===== src/rtl/channel_change_pkg.sv =====
// Shared encodings for the glitch-filtering channel-change controller.
package channel_change_pkg;

    typedef enum logic [1:0] {
        ST_IDLE   = 2'd0,
        ST_SETTLE = 2'd1,
        ST_REQ    = 2'd2
    } state_t;

endpackage


===== src/rtl/channel_change_ctrl_settle_counter.sv =====
// Saturating up-counter with clear/enable and a terminal-count compare.
// One instance serves both the settle window and the request timeout.
module settle_counter #(
    parameter int CNT_WIDTH = 16
) (
    input  logic                 clk,
    input  logic                 rst,
    input  logic                 clear,
    input  logic                 enable,
    input  logic [CNT_WIDTH-1:0] term,
    output logic                 hit
);

    logic [CNT_WIDTH-1:0] count;

    always_ff @(posedge clk or posedge rst) begin
        if (rst)
            count <= '0;
        else if (clear)
            count <= '0;
        else if (enable && count != '1)
            count <= count + 1'b1;
    end

    assign hit = (count == term);

endmodule


===== src/rtl/channel_change_ctrl.sv =====
// Debounces the channel selector and issues a level change request with a
// frozen target, held until done or timeout; retries automatically on timeout.
module channel_change_ctrl
    import channel_change_pkg::*;
#(
    parameter int CH_WIDTH       = 4,
    parameter int STABLE_CYCLES  = 4,
    parameter int TIMEOUT_CYCLES = 1024,
    parameter int CNT_WIDTH      = 16
) (
    input  logic                Clock,
    input  logic                Reset,
    input  logic [CH_WIDTH-1:0] Channel,
    input  logic                ChannelChange_done,
    output logic                ChannelChange,
    output logic [CH_WIDTH-1:0] ChannelTarget,
    output logic [CH_WIDTH-1:0] AppliedChannel,
    output logic                Pending,
    output logic                Timeout,
    output logic [1:0]          State
);

    if (STABLE_CYCLES < 1) begin : g_chk_stable
        $error("channel_change_ctrl: STABLE_CYCLES must be >= 1");
    end
    if (longint'(STABLE_CYCLES) >= (longint'(1) << CNT_WIDTH) ||
        longint'(TIMEOUT_CYCLES) >= (longint'(1) << CNT_WIDTH)) begin : g_chk_width
        $error("channel_change_ctrl: counts do not fit in CNT_WIDTH");
    end

    localparam logic [CNT_WIDTH-1:0] SETTLE_TERM = CNT_WIDTH'(STABLE_CYCLES - 1);
    localparam logic [CNT_WIDTH-1:0] TO_TERM =
        CNT_WIDTH'((TIMEOUT_CYCLES == 0) ? 0 : TIMEOUT_CYCLES - 1);
    localparam bit TO_EN = (TIMEOUT_CYCLES != 0);

    state_t              state_q, state_d;
    logic [CH_WIDTH-1:0] cand_q, cand_d;
    logic [CH_WIDTH-1:0] target_d, applied_d;
    logic                req_d, pend_d, to_d;
    logic                cnt_clear, cnt_en, cnt_hit;

    settle_counter #(.CNT_WIDTH(CNT_WIDTH)) u_cnt (
        .clk    (Clock),
        .rst    (Reset),
        .clear  (cnt_clear),
        .enable (cnt_en),
        .term   ((state_q == ST_REQ) ? TO_TERM : SETTLE_TERM),
        .hit    (cnt_hit)
    );

    always_ff @(posedge Clock or posedge Reset) begin
        if (Reset)
            state_q <= ST_IDLE;
        else
            state_q <= state_d;
    end

    always_comb begin
        state_d   = state_q;
        cnt_clear = 1'b0;
        cnt_en    = 1'b0;
        case (state_q)
            ST_IDLE: begin
                cnt_clear = 1'b1;
                if (Channel != AppliedChannel)
                    state_d = ST_SETTLE;
            end
            ST_SETTLE: begin
                if (Channel == AppliedChannel) begin
                    state_d   = ST_IDLE;
                    cnt_clear = 1'b1;
                end else if (Channel != cand_q) begin
                    cnt_clear = 1'b1;
                end else if (cnt_hit) begin
                    state_d   = ST_REQ;
                    cnt_clear = 1'b1;
                end else begin
                    cnt_en = 1'b1;
                end
            end
            ST_REQ: begin
                // done takes priority over a coincident timeout
                if (ChannelChange_done || (TO_EN && cnt_hit)) begin
                    state_d   = ST_IDLE;
                    cnt_clear = 1'b1;
                end else begin
                    cnt_en = 1'b1;
                end
            end
            default: begin
                state_d   = ST_IDLE;
                cnt_clear = 1'b1;
            end
        endcase
    end

    always_comb begin
        cand_d    = cand_q;
        target_d  = ChannelTarget;
        applied_d = AppliedChannel;
        req_d     = (state_d == ST_REQ);
        pend_d    = 1'b0;
        to_d      = 1'b0;
        if (state_d == ST_SETTLE)
            cand_d = Channel;
        if (state_q == ST_SETTLE && state_d == ST_REQ)
            target_d = cand_q;
        if (state_q == ST_REQ) begin
            if (ChannelChange_done)
                applied_d = ChannelTarget;
            else if (TO_EN && cnt_hit)
                to_d = 1'b1;
            if (state_d == ST_REQ)
                pend_d = Pending || (Channel != ChannelTarget);
        end
    end

    always_ff @(posedge Clock or posedge Reset) begin
        if (Reset) begin
            cand_q         <= '0;
            ChannelTarget  <= '0;
            AppliedChannel <= '0;
            ChannelChange  <= 1'b0;
            Pending        <= 1'b0;
            Timeout        <= 1'b0;
        end else begin
            cand_q         <= cand_d;
            ChannelTarget  <= target_d;
            AppliedChannel <= applied_d;
            ChannelChange  <= req_d;
            Pending        <= pend_d;
            Timeout        <= to_d;
        end
    end

    assign State = state_q;

endmodule


===== config.mk =====
export PLATFORM = sky130hd
export DESIGN_NAME = channel_change_ctrl
export DESIGN_NICKNAME = d
export VERILOG_FILES = /design/src/rtl/channel_change_pkg.sv /design/src/rtl/channel_change_ctrl_settle_counter.sv /design/src/rtl/channel_change_ctrl.sv
export SDC_FILE = /design/constraint.sdc
export NUM_CORES = 1
export LEC_CHECK = 0
export ABC_CLOCK_PERIOD_IN_PS = 4200
export CAP_MARGIN = 30
export CORE_AREA = 4 4 81 53
export CTS_CLUSTER_DIAMETER = 120
export DETAILED_ROUTE_END_ITERATION = 8
export DIE_AREA = 0 0 85 57
export DONT_BUFFER_PORTS = 1
export PLACE_DENSITY = 0.74
export SYNTH_ARGS = -nofsm -noshare
export SYNTH_HDL_FRONTEND = slang
export SYNTH_HIERARCHICAL = 1
export SYNTH_SLANG_ARGS = --single-unit

===== constraint.sdc =====
create_clock -name Clock -period 4.2 [get_ports Clock]
set_clock_uncertainty 0.1 [all_clocks]
set_input_delay 0.63 -clock Clock [delete_from_list [all_inputs] [get_ports Clock]]
set_output_delay 0.63 -clock Clock [all_outputs]
set_load 0.01 [all_outputs]

# After elaboration in Yosys (flattened, before gate mapping)
# Index checks and enable logic that the tools add are counted.
dict set report word_totals {
  regBits 33
  in_bits 7
  elab_cells 49
  output_inout_bits 13
}
dict set report op_classes {
  eq_ne 10
  n_mux 23
  addsub 1
  n_reduce_logical 7
}
# cell n
set ops {}
lappend ops {{$mux 16} 2}
lappend ops {{$add 16x1->16 const B} 1}
lappend ops {{$eq 16x10->1} 1}
lappend ops {{$ne 16x16->1 const B} 1}
lappend ops {{$mux 1} 12}
lappend ops {{$ne 4x4->1} 3}
lappend ops {{$mux 10} 1}
lappend ops {{$mux 2} 5}
lappend ops {{$pmux 2 s3} 1}
lappend ops {{$eq 2x1->1 const B} 2}
lappend ops {{$eq 2x2->1 const B} 2}
lappend ops {{$eq 4x4->1} 1}
lappend ops {{$pmux 1 s2} 2}
lappend ops {{$logic_and 1x1->1} 2}
lappend ops {{$logic_not 2->1} 1}
lappend ops {{$logic_or 1x1->1} 2}
lappend ops {{$reduce_and 2->1} 1}
lappend ops {{$reduce_bool 2->1} 1}

# Longest topological paths before layout
# Gate-level depths: netlist of the first run.
dict set report logic_depth {
  depth_word 10
  mapped_depth 11
  ltp_nobuf 10
}

# Cells and area by module
# The synthesis of the first run kept the hierarchy.
# mod n_inst area_per_inst_um2 cells_per_inst
set by_module_without_submodules {}
lappend by_module_without_submodules {settle_counter 1 1101.1 119}
lappend by_module_without_submodules {channel_change_ctrl 1 957.2 80}

# Worst setup path after synthesis of the first run
# OpenSTA, ideal clock, no wires.
dict set report synth_path {
  path_type {register to register}
  start {reg state_q[0] (netlist: State[0])}
  end {reg cand_q[0]}
  t_arrival_ns 2.820
  required_ns 3.975
  path_slack_ns 1.155
  setup_time_ns 0.125
  n_path_buf 1
  stages_incl_launch_ff 12
  synth_period_minus_slack_ns 3.045
  cell_sequence {dfrtp_1 > inv_1 > ha_1 > xnor2_1 > nand4_1 > nor4_1 > inv_1 > a22oi_2 > a221oi_2 > or2_1 > buf_6 > mux2_4}
}
dict set report synth_via {
  elab_chain_len 8
  word_cells_on_any_way 13
}
# item line_no
set synth_rtl {}
lappend synth_rtl {{start: declaration} channel_change_ctrl.sv:36} ;# state_t state_q, state_d;
lappend synth_rtl {{start signal: assignment} channel_change_ctrl.sv:55} ;# state_q <= state_d;
lappend synth_rtl {{$eq 2x2->1 (*)} channel_change_ctrl.sv:47} ;# .term ((state_q == ST_REQ) ? TO_TERM : SETTLE_TERM),
lappend synth_rtl {{$mux 10 (*)} channel_change_ctrl.sv:47}
lappend synth_rtl {{$eq 16x10->1 (*)} channel_change_ctrl_settle_counter.sv:25} ;# assign hit = (count == term);
lappend synth_rtl {{named net cnt_hit} channel_change_ctrl.sv:40} ;# logic cnt_clear, cnt_en, cnt_hit;
lappend synth_rtl {{$mux 2} channel_change_ctrl.sv:74} ;# end else if (cnt_hit) begin
lappend synth_rtl {{$mux 2} channel_change_ctrl.sv:72} ;# end else if (Channel != cand_q) begin
lappend synth_rtl {{$mux 2} channel_change_ctrl.sv:69} ;# if (Channel == AppliedChannel) begin
lappend synth_rtl {{$pmux 2 s3 (*)} channel_change_ctrl.sv:62} ;# case (state_q)
lappend synth_rtl {{named net state_d[1]} channel_change_ctrl.sv:36}
lappend synth_rtl {{$eq 2x1->1 (*)} channel_change_ctrl.sv:104} ;# if (state_d == ST_SETTLE)
lappend synth_rtl {{end signal: assignment} channel_change_ctrl.sv:127} ;# cand_q <= cand_d;
lappend synth_rtl {{end: declaration} channel_change_ctrl.sv:37} ;# logic [CH_WIDTH-1:0] cand_q, cand_d;
# Mark *: on every way through the listed nets, which the timed path passes. The rest lies on a longest branch.
# A chain may end at the register's enable or synchronous reset.

# Final worst setup path of the first run
dict set report layout_path {
  start {reg state_q[0] (netlist: State[0])}
  end {reg cand_q[2]}
}
dict set report layout_via {
  elab_chain_len 8
  word_cells_on_any_way 13
}
# item line_no
set layout_rtl {}
lappend layout_rtl {{$eq 2x2->1 (*)} channel_change_ctrl.sv:47}
lappend layout_rtl {{$mux 10 (*)} channel_change_ctrl.sv:47}
lappend layout_rtl {{$eq 16x10->1 (*)} channel_change_ctrl_settle_counter.sv:25}
lappend layout_rtl {{named net cnt_hit} channel_change_ctrl.sv:40}
lappend layout_rtl {{$mux 2} channel_change_ctrl.sv:74}
lappend layout_rtl {{$mux 2} channel_change_ctrl.sv:72}
lappend layout_rtl {{$mux 2} channel_change_ctrl.sv:69}
lappend layout_rtl {{$pmux 2 s3 (*)} channel_change_ctrl.sv:62}
lappend layout_rtl {{$eq 2x1->1 (*)} channel_change_ctrl.sv:104}
# Marked as above.

==> results of run 1 <==
==> placed cells by master, fill, tap and decap left out, drive strengths merged, types with 3 or more instances in the layout <==
cell    count
a21oi      10
and2        4
clkbuf      5
conb        8
dfrtp      33
ha          5
inv         9
mux2       14
nand2      12
nand3       6
nand4      11
nor2        7
nor2b       3
nor3        5
nor4        4
o21ai       9
o31ai       3
or3         5
or4         3
xnor2      23
xor2        6
==> through the flow <==
step           hold WS (ns)  cells
5_1_grt               0.255    256
6_report              0.209    256
2_1_floorplan         0.420    205
3_3_place_gp          0.437    248
3_5_place_dp          0.451    248
4_1_cts               0.231    256
==> worst max-delay path by stage <==
stage | depth (start not counted) | end | slack, ns
after CTS | 10 | cand_q[2] | 0.61
after global routing | 9 | cand_q[1] | 0.35
after detailed placement | 9 | cand_q[1] | 0.64
after floorplan | 11 | cand_q[0] | 1.15
after global placement | 10 | cand_q[0] | 0.87
final | 10 | cand_q[2] | 0.60
==> cell families (layout without fill, tap and decap cells) <==
kind of cell             Yosys count  count (layout)
AO/OA/AOI/OAI                     31              31
buffers and inverters             15              19
adder cells (fa/ha/maj)            5               5
AND/OR/NAND/NOR                   68              68
XOR/XNOR                          29              29
multiplexers                      16              16
other                              2               8
flip-flops                        33              33
==> critical path, delay by kind of cell, from the launching register on <==
family | cells | cell delay [ns]
muxes | 1 | 0.33
AOI/OAI and AO/OA | 2 | 0.49
DFF | 1 | 0.46
buffers and inverters | 2 | 0.25
xor gates and xnor gates | 1 | 0.19
and+or+nand+nor | 3 | 1.14
adders and majority gates | 1 | 0.51
==> power by group <==
part	internal, mW	switching [mW]
combinational	0.102	0.138
clock	0.114	0.124
sequential	0.344	0.0332
total	0.560	0.296
==> routing by layer <==
metal	vias up	part of all wire, %	global-route usage [%]
met3	2	7.6	5.05
met2	47	41	25.6
met1	743	51	32.8
met5	-	0	0
met4	0	0.35	3.61
li1	723	-	-
==> sequential cells by signal, indices dropped and copies added, names as in the netlist <==
register and count:
ChannelTarget 4, State 2, cand_q 4, Pending 1, Timeout 1, u_cnt/count 16
ChannelChange 1, AppliedChannel 4
==> final cells by class <==
class | instances | share of cell area, %
flip-flops and latches | 33 | 37.5
multi-input cells | 157 | 53.7
clock buffers | 5 | 3.13
inverters | 9 | 1.53
clock inverters | 3 | 0.796
repair buffers | 2 | 0.682
well taps | 47 | 2.67
==> metrics.md, run 1 <==
| Metric | Value |
|---|---|
| Slew HR | `45.2%` |
| Status | `finished, final reports clean` |
| Xor-xnor portion of the synthesized cell area | `12.3%` |
| Slew @ Worst Pin | `just over 0.8 ns` |
| Routed Antenna Nets | `0` |
| Sequential Area | `just over 800 um^2` |
| CTS H-Tree Depth | `2` |
| Final worst slack | `0.602 ns` |
| CTS clk-pin slew, worst paths | `0.08 ns` |
| Total power | `0.856 mW` |
| Post-CTS Setup Inserts | `0` |
| Synth-to-layout area growth | `6.93%` |
| Clock Latency Late Sink | `between 0.2 and 0.3 ns` |
| Largest net degree at the start of global routing | `18` |
| CP arrival | `between 3 and 4 ns` |
| Fin. Hold Viols | `0` |
| Max-cap violations | `0` |
| Synth area leader | `dfrtp_1` |
| Vias in the first global route | `1404` |
| Largest family of logic cells by synthesized area | `simple AND/OR/NAND/NOR gates` |
| Clock Sinks | `33` |
| Max Clk Rate | `around 280 MHz` |
| Proportion of synthesized chip area in sequential cells | `40.1%` |
| Worst min path class | `input pin to async pin` |
| Ys async rst share | `100%` |
| Peak supply drop | `between 0.2 and 0.3 mV` |
| Dominant synthesized flop cell | `dfrtp_1` |
| Fin util | `62.0%` |
| Cts bufs inserted | `5` |
| Most common library cells after synthesis | `dfrtp_1, xnor2_1, nand2_1` |
| Reg2reg setup slack | `between 0.6 and 0.7 ns` |
| Synth Cell Area | `2060 um^2` |
| GRT Total Usage | `19.8%` |
| CTS tree | `built` |
| DIE HEIGHT | `57 um` |
| Worst Reg-to-Reg Cells | `10` |
| Cell Rows | `17` |
| Critical Path Start Type | `flop` |
| Total global routing overflow | `0` |
| Worst slack at placement | `0.637 ns` |
| Mapped Cells | `~200` |
| Routed vias | `around 1500` |
| Routed len/inst | `between 15 and 20 um` |
| Chip Width | `85 um` |
| Setup crit start | `State[0]` |
| Final HPWL DP | `approximately 3.4 mm` |
| Adder-cell area share of the yosys netlist | `3.04%` |
| Avg Inst Size Synth | `between 10 and 15 um^2` |
| Crit Path Max Fanout | `12` |
| Fraction of layout cells with a size suffix above 1 | `18.7%` |
| Most used cell, CP | `inv_1` |
| Crit-path cells | `inv_1 > ha_1 > xnor2_1 > nand4_1 > nor4_1 > inv_1 > a22oi_2 > o41a_1 > or2_1 > mux2_4` |
| PwrDens | `approximately 390 nW/um^2` |
| Synth Area in Compound Gates | `a little over a tenth` |
| Final wirelength | `4.51 mm` |
| Final Instance Area | `about 2200 um^2` |
| Via density | `5.92` |
| Clk buf depth | `2` |
| DRC viols | `0` |
| Global-route wire length before repair | `approximately 7.4 mm` |
| Slowest CP cell | `nor4_1` |
| Ranking of synthesized cells by area | `dfrtp_1, xnor2_1, mux2_2` |
| Ports | `20` |
| RR Endpoint | `cand_q[2]` |
| Setup TNS | `0 ns` |
| Share of the synthesized area in the top cell type | `40.1%` |
| Slew Limit Fails | `0` |
| Crit. End Element | `flop` |
| Post-CTS Hold Fix Bufs | `0` |
| Count leader, synth | `dfrtp_1` |
| Mux cell area share after synthesis | `under 10%` |
| Final min period | `~3.6 ns` |
| Flops & latches, synth | `33` |
| Fill count | `287` |
| Multi-input gate area | `~1200 um^2` |
| Initial antenna violation count | `0` |
| Post-route clock period utilization | `between 80% and 90%` |
| Initial drt markers | `176` |
| CP max stage delay | `about 0.72 ns` |
| Synth unique cells | `46` |
| RSZ-0062 raised after global routing | `false` |
| DR pass1 iterations | `4` |
| LEAKAGE | `0.905 nW` |
| Synth Area in Simple Gates | `approximately a fifth` |
| DP Area | `approximately 2100 um^2` |
| Initial Util | `roughly 58%` |
| Post-CTS sizing | `0` |
| FF-to-FF Start | `State[0]` |
| Final setup violation count | `0` |
| Die area | `4850 um^2` |
| Nets | `220` |
| Synthesis Warnings | `6` |
| Placeable Area | `3550 um^2` |
| Ant. Diodes | `0` |
| Port Buffers | `0` |
| Routability Congestion | `slightly below 1` |
| Crit path kind | `flop to flop` |
| Critical Path RT | `~4.3 ns` |
| Number of synthesized flops with an enable pin | `0` |
| Root Buffer | `clkbuf_8` |
No activity file was read; power rests on OpenSTA's default activity.
==> inputs of run 2 (changes only) <==
- CORE_AREA: 4 4 81 53 -> 4 4 77 50
- DIE_AREA: 0 0 85 57 -> 0 0 81 54
- SYNTH_HIERARCHICAL: 1 -> not set
==> run 2 against run 1 <==
Effect of this change:
- critical path depth is 2 lower
- die area is 9.7% lower
- worst setup slack better by 0.77 ns
- critical path type unchanged
- largest power group unchanged
==> metrics.md, run 2 <==
| Metric | Value |
|---|---|
| Dominant synthesized flop cell | `dfrtp_1` |
| Synth Cell Area | `1820 um^2 (-12%)` |
| LEAKAGE | `0.787 nW (-13%)` |
| Syn nets | `about 190` |
| Post-CTS Hold Fix Bufs | `0 (unchanged)` |
| DR pass1 iterations | `5 (+1)` |
| Cell Rows | `16 (-1)` |
| Fin util | `62.9% (+0.98 points)` |
| Synth area leader | `dfrtp_1` |
| Largest net degree at the start of global routing | `34 (+16)` |
| Initial antenna violation count | `0 (unchanged)` |
| Root Buffer | `clkbuf_8` |
| Post-route clock period utilization | `67.4% (-18 points)` |
| DIE HEIGHT | `54 um (-5.3%)` |
| Routed vias | `1395 (-7.9%)` |
| Ys async rst share | `100% (unchanged)` |
| Synthesis Warnings | `0 (-6)` |
| Total global routing overflow | `0 (unchanged)` |
| CTS clk-pin slew, worst paths | `0.08 ns (about the same)` |
| Routability Congestion | `0.908 (-6.2%)` |
| Count leader, synth | `dfrtp_1` |
| GRT Total Usage | `19.6% (-0.19 points)` |
| Status | `finished, final reports clean` |
| Critical Path RT | `4.27 ns (about the same)` |
| Reg power frac | `49.1% (+5.1 points)` |
| Ranking of synthesized cells by area | `dfrtp_1, xnor2_1, mux2_2` |
| Ant. Diodes | `0 (unchanged)` |
| Worst Reg-to-Reg Cells | `8 (-2)` |
| Share of the synthesized area in the top cell type | `45.4% (+5.2 points)` |
| Switching share of power | `22.7% (-12 points)` |
| Final setup violation count | `0 (unchanged)` |
| Peak supply drop | `0.210 mV (-27%)` |
| Mapped Cells | `181 (-9.0%)` |
| Avg Inst Size Synth | `10.1 um^2 (-2.8%)` |
| Number of synthesized flops with an enable pin | `0 (unchanged)` |
| Largest Register | `u_cnt.count` |
| Final min period | `2.83 ns (-0.768 ns)` |
| Placeable Area | `3160 um^2 (-11%)` |
| CP arrival | `2.90 ns (-0.78 ns)` |
| Slew @ Worst Pin | `0.648 ns (-0.172 ns)` |
| Final HPWL DP | `2.75 mm (-19%)` |
| Clock Latency Late Sink | `0.28 ns (about the same)` |
| Crit Path Max Fanout | `6 (-6)` |
| Die area | `4370 um^2 (-9.7%)` |
| Synth unique cells | `37 (-20%)` |
| RR Endpoint | `ChannelTarget[3]` |
| Final wirelength | `3.70 mm (-18%)` |
| Slew Limit Fails | `0 (unchanged)` |
| Setup TNS | `0 ns (unchanged)` |
| Ports | `20 (unchanged)` |
| Pint | `0.512 mW (-8.6%)` |
| RSZ-0062 raised after global routing | `false` |
| Reg2reg setup slack | `1.37 ns (+0.77 ns)` |
| Initial Util | `57.6% (-0.39 points)` |
| Port Buffers | `0 (unchanged)` |
| Critical Path Start Type | `flop` |
| Combinational fraction of design power | `5.5% (-23 points)` |
| Max-cap violations | `0 (unchanged)` |
| Worst min path class | `input pin to async pin` |
| Fraction of layout cells with a size suffix above 1 | `12.3% (-6.4 points)` |
| Clk buf depth | `2 (unchanged)` |
| Slew HR | `56.7% (+12 points)` |
| Clock Sinks | `33 (unchanged)` |
| Crit. End Element | `flop` |
| Max reg flops | `16 (unchanged)` |
| Most common cell after layout, fill and taps aside | `dfrtp_1` |
| Via density | `6.01 (+1.6%)` |
| Most common library cells after synthesis | `dfrtp_1, xnor2_1, nor2_1` |
| Initial drt markers | `205 (+16%)` |
| Most frequent cells in the layout | `dfrtp_1, xnor2_1, nor2_1` |
| FF-to-FF Start | `State[0]` |
| Routed Antenna Nets | `0 (unchanged)` |
| Post-CTS Setup Inserts | `0 (unchanged)` |
| Proportion of synthesized chip area in sequential cells | `45.4% (+5.2 points)` |
| Global-route wire length before repair | `6.40 mm (-14%)` |
| Chip Width | `81 um (-4.7%)` |
| Psw | `0.150 mW (-49%)` |
| Synth-to-layout area growth | `9.35%` |
| Cts bufs inserted | `5 (unchanged)` |
| Nets | `198 (-10%)` |
| DRC viols | `0 (unchanged)` |
| Routed len/inst | `15.9 um (-9.6%)` |
| Clk pwr share | `45.4% (+18 points)` |
| CTS H-Tree Depth | `2 (unchanged)` |
| Fill count | `269 (-6.3%)` |
| Flops & latches, synth | `33 (unchanged)` |
| CTS tree | `built` |
| Crit path kind | `flop to flop` |
| Vias in the first global route | `1280 (-8.8%)` |
| Post-CTS sizing | `0 (unchanged)` |
| PwrDens | `333 nW/um^2 (-14%)` |
| Fin. Hold Viols | `0 (unchanged)` |
| Max Clk Rate | `353 MHz (+27%)` |
-- run 2: cell count changes after synthesis, moves of 3 or more --
cell,before,now
or3_2,3,0
a21oi_1,10,7
nand3_1,6,9
mux2_4,4,0
nor4_1,3,6
o21ai_0,9,5
nor2_1,7,15
xor2_1,6,1
-- run 2: through the flow --
stage          std cells  power [mW]  setup WS (ns)  cell area [um^2]  hold slack, ns
2_1_floorplan        181       0.360           1.71              1820           0.397
3_3_place_gp         224       0.367           1.53              1880           0.424
3_5_place_dp         224       0.368           1.41              1880           0.437
4_1_cts              232       0.667           1.40              1990           0.224
5_1_grt              232       0.689           1.15              1990           0.255
6_report             232       0.662           1.37              1990           0.210
-- run 2: logic make-up after synthesis --
| logic type | after synthesis | synth area share, % |
|---|---|---|
| AOI/OAI and AO/OA | 21 | 7.90 |
| xor gates and xnor gates | 23 | 11.1 |
| adders and majority gates | 5 | 3.44 |
| buffers and inverters | 11 | 2.34 |
| DFF | 33 | 45.4 |
| muxes | 13 | 7.97 |
| and+or+nand+nor | 75 | 21.9 |
-- run 2: metal layers --
layer	vias up	share of wire, %	track usage [%]
li1	659	-	-
met1	668	49	31.0
met2	63	40	24.8
met3	5	10	6.86
met4	0	0.51	4.49
met5	-	0	0
-- run 2: worst max-delay path by stage --
stage          cells after the start      from          endpoint  slack [ns]
2_1_floorplan                      8  State[0]  ChannelTarget[3]        1.71
3_3_place_gp                       8  State[0]         cand_q[2]        1.53
3_5_place_dp                       8  State[0]  ChannelTarget[3]        1.41
4_1_cts                            8  State[0]  ChannelTarget[3]        1.40
5_1_grt                            8  State[0]  ChannelTarget[3]        1.15
6_report                           8  State[0]  ChannelTarget[3]        1.37
-- run 2: worst max-delay path, stage by stage (launching register included) --
cell	delay, ns
dfrtp_1	0.49
inv_1	0.13
ha_1	0.28
nor4_1	0.19
a21oi_1	0.15
nor3_2	0.37
o311ai_1	0.21
or3_1	0.44
mux2_1	0.35
-- run 2: layout make-up --
cell class | instances | area (um^2) | share of cell area (%)
clock buffer | 5 | 68.8 | 3.46
clock inverter | 3 | 46.3 | 2.33
inverter | 7 | 26.3 | 1.32
multi-input combinational | 137 | 952 | 47.8
sequential | 33 | 826 | 41.5
tap | 45 | 56.3 | 2.83
timing repair buffer | 2 | 15.0 | 0.754
-- run 2: power by group through the flow --
stage | Clock [mW] | Sequential [mW] | Combinational (mW)
after global routing | 0.323 | 0.326 | 0.0406
final | 0.301 | 0.325 | 0.0364
after CTS | 0.305 | 0.325 | 0.0365
after global placement | 0 | 0.331 | 0.0358
after floorplan | 0 | 0.330 | 0.0296
after detailed placement | 0 | 0.331 | 0.0363
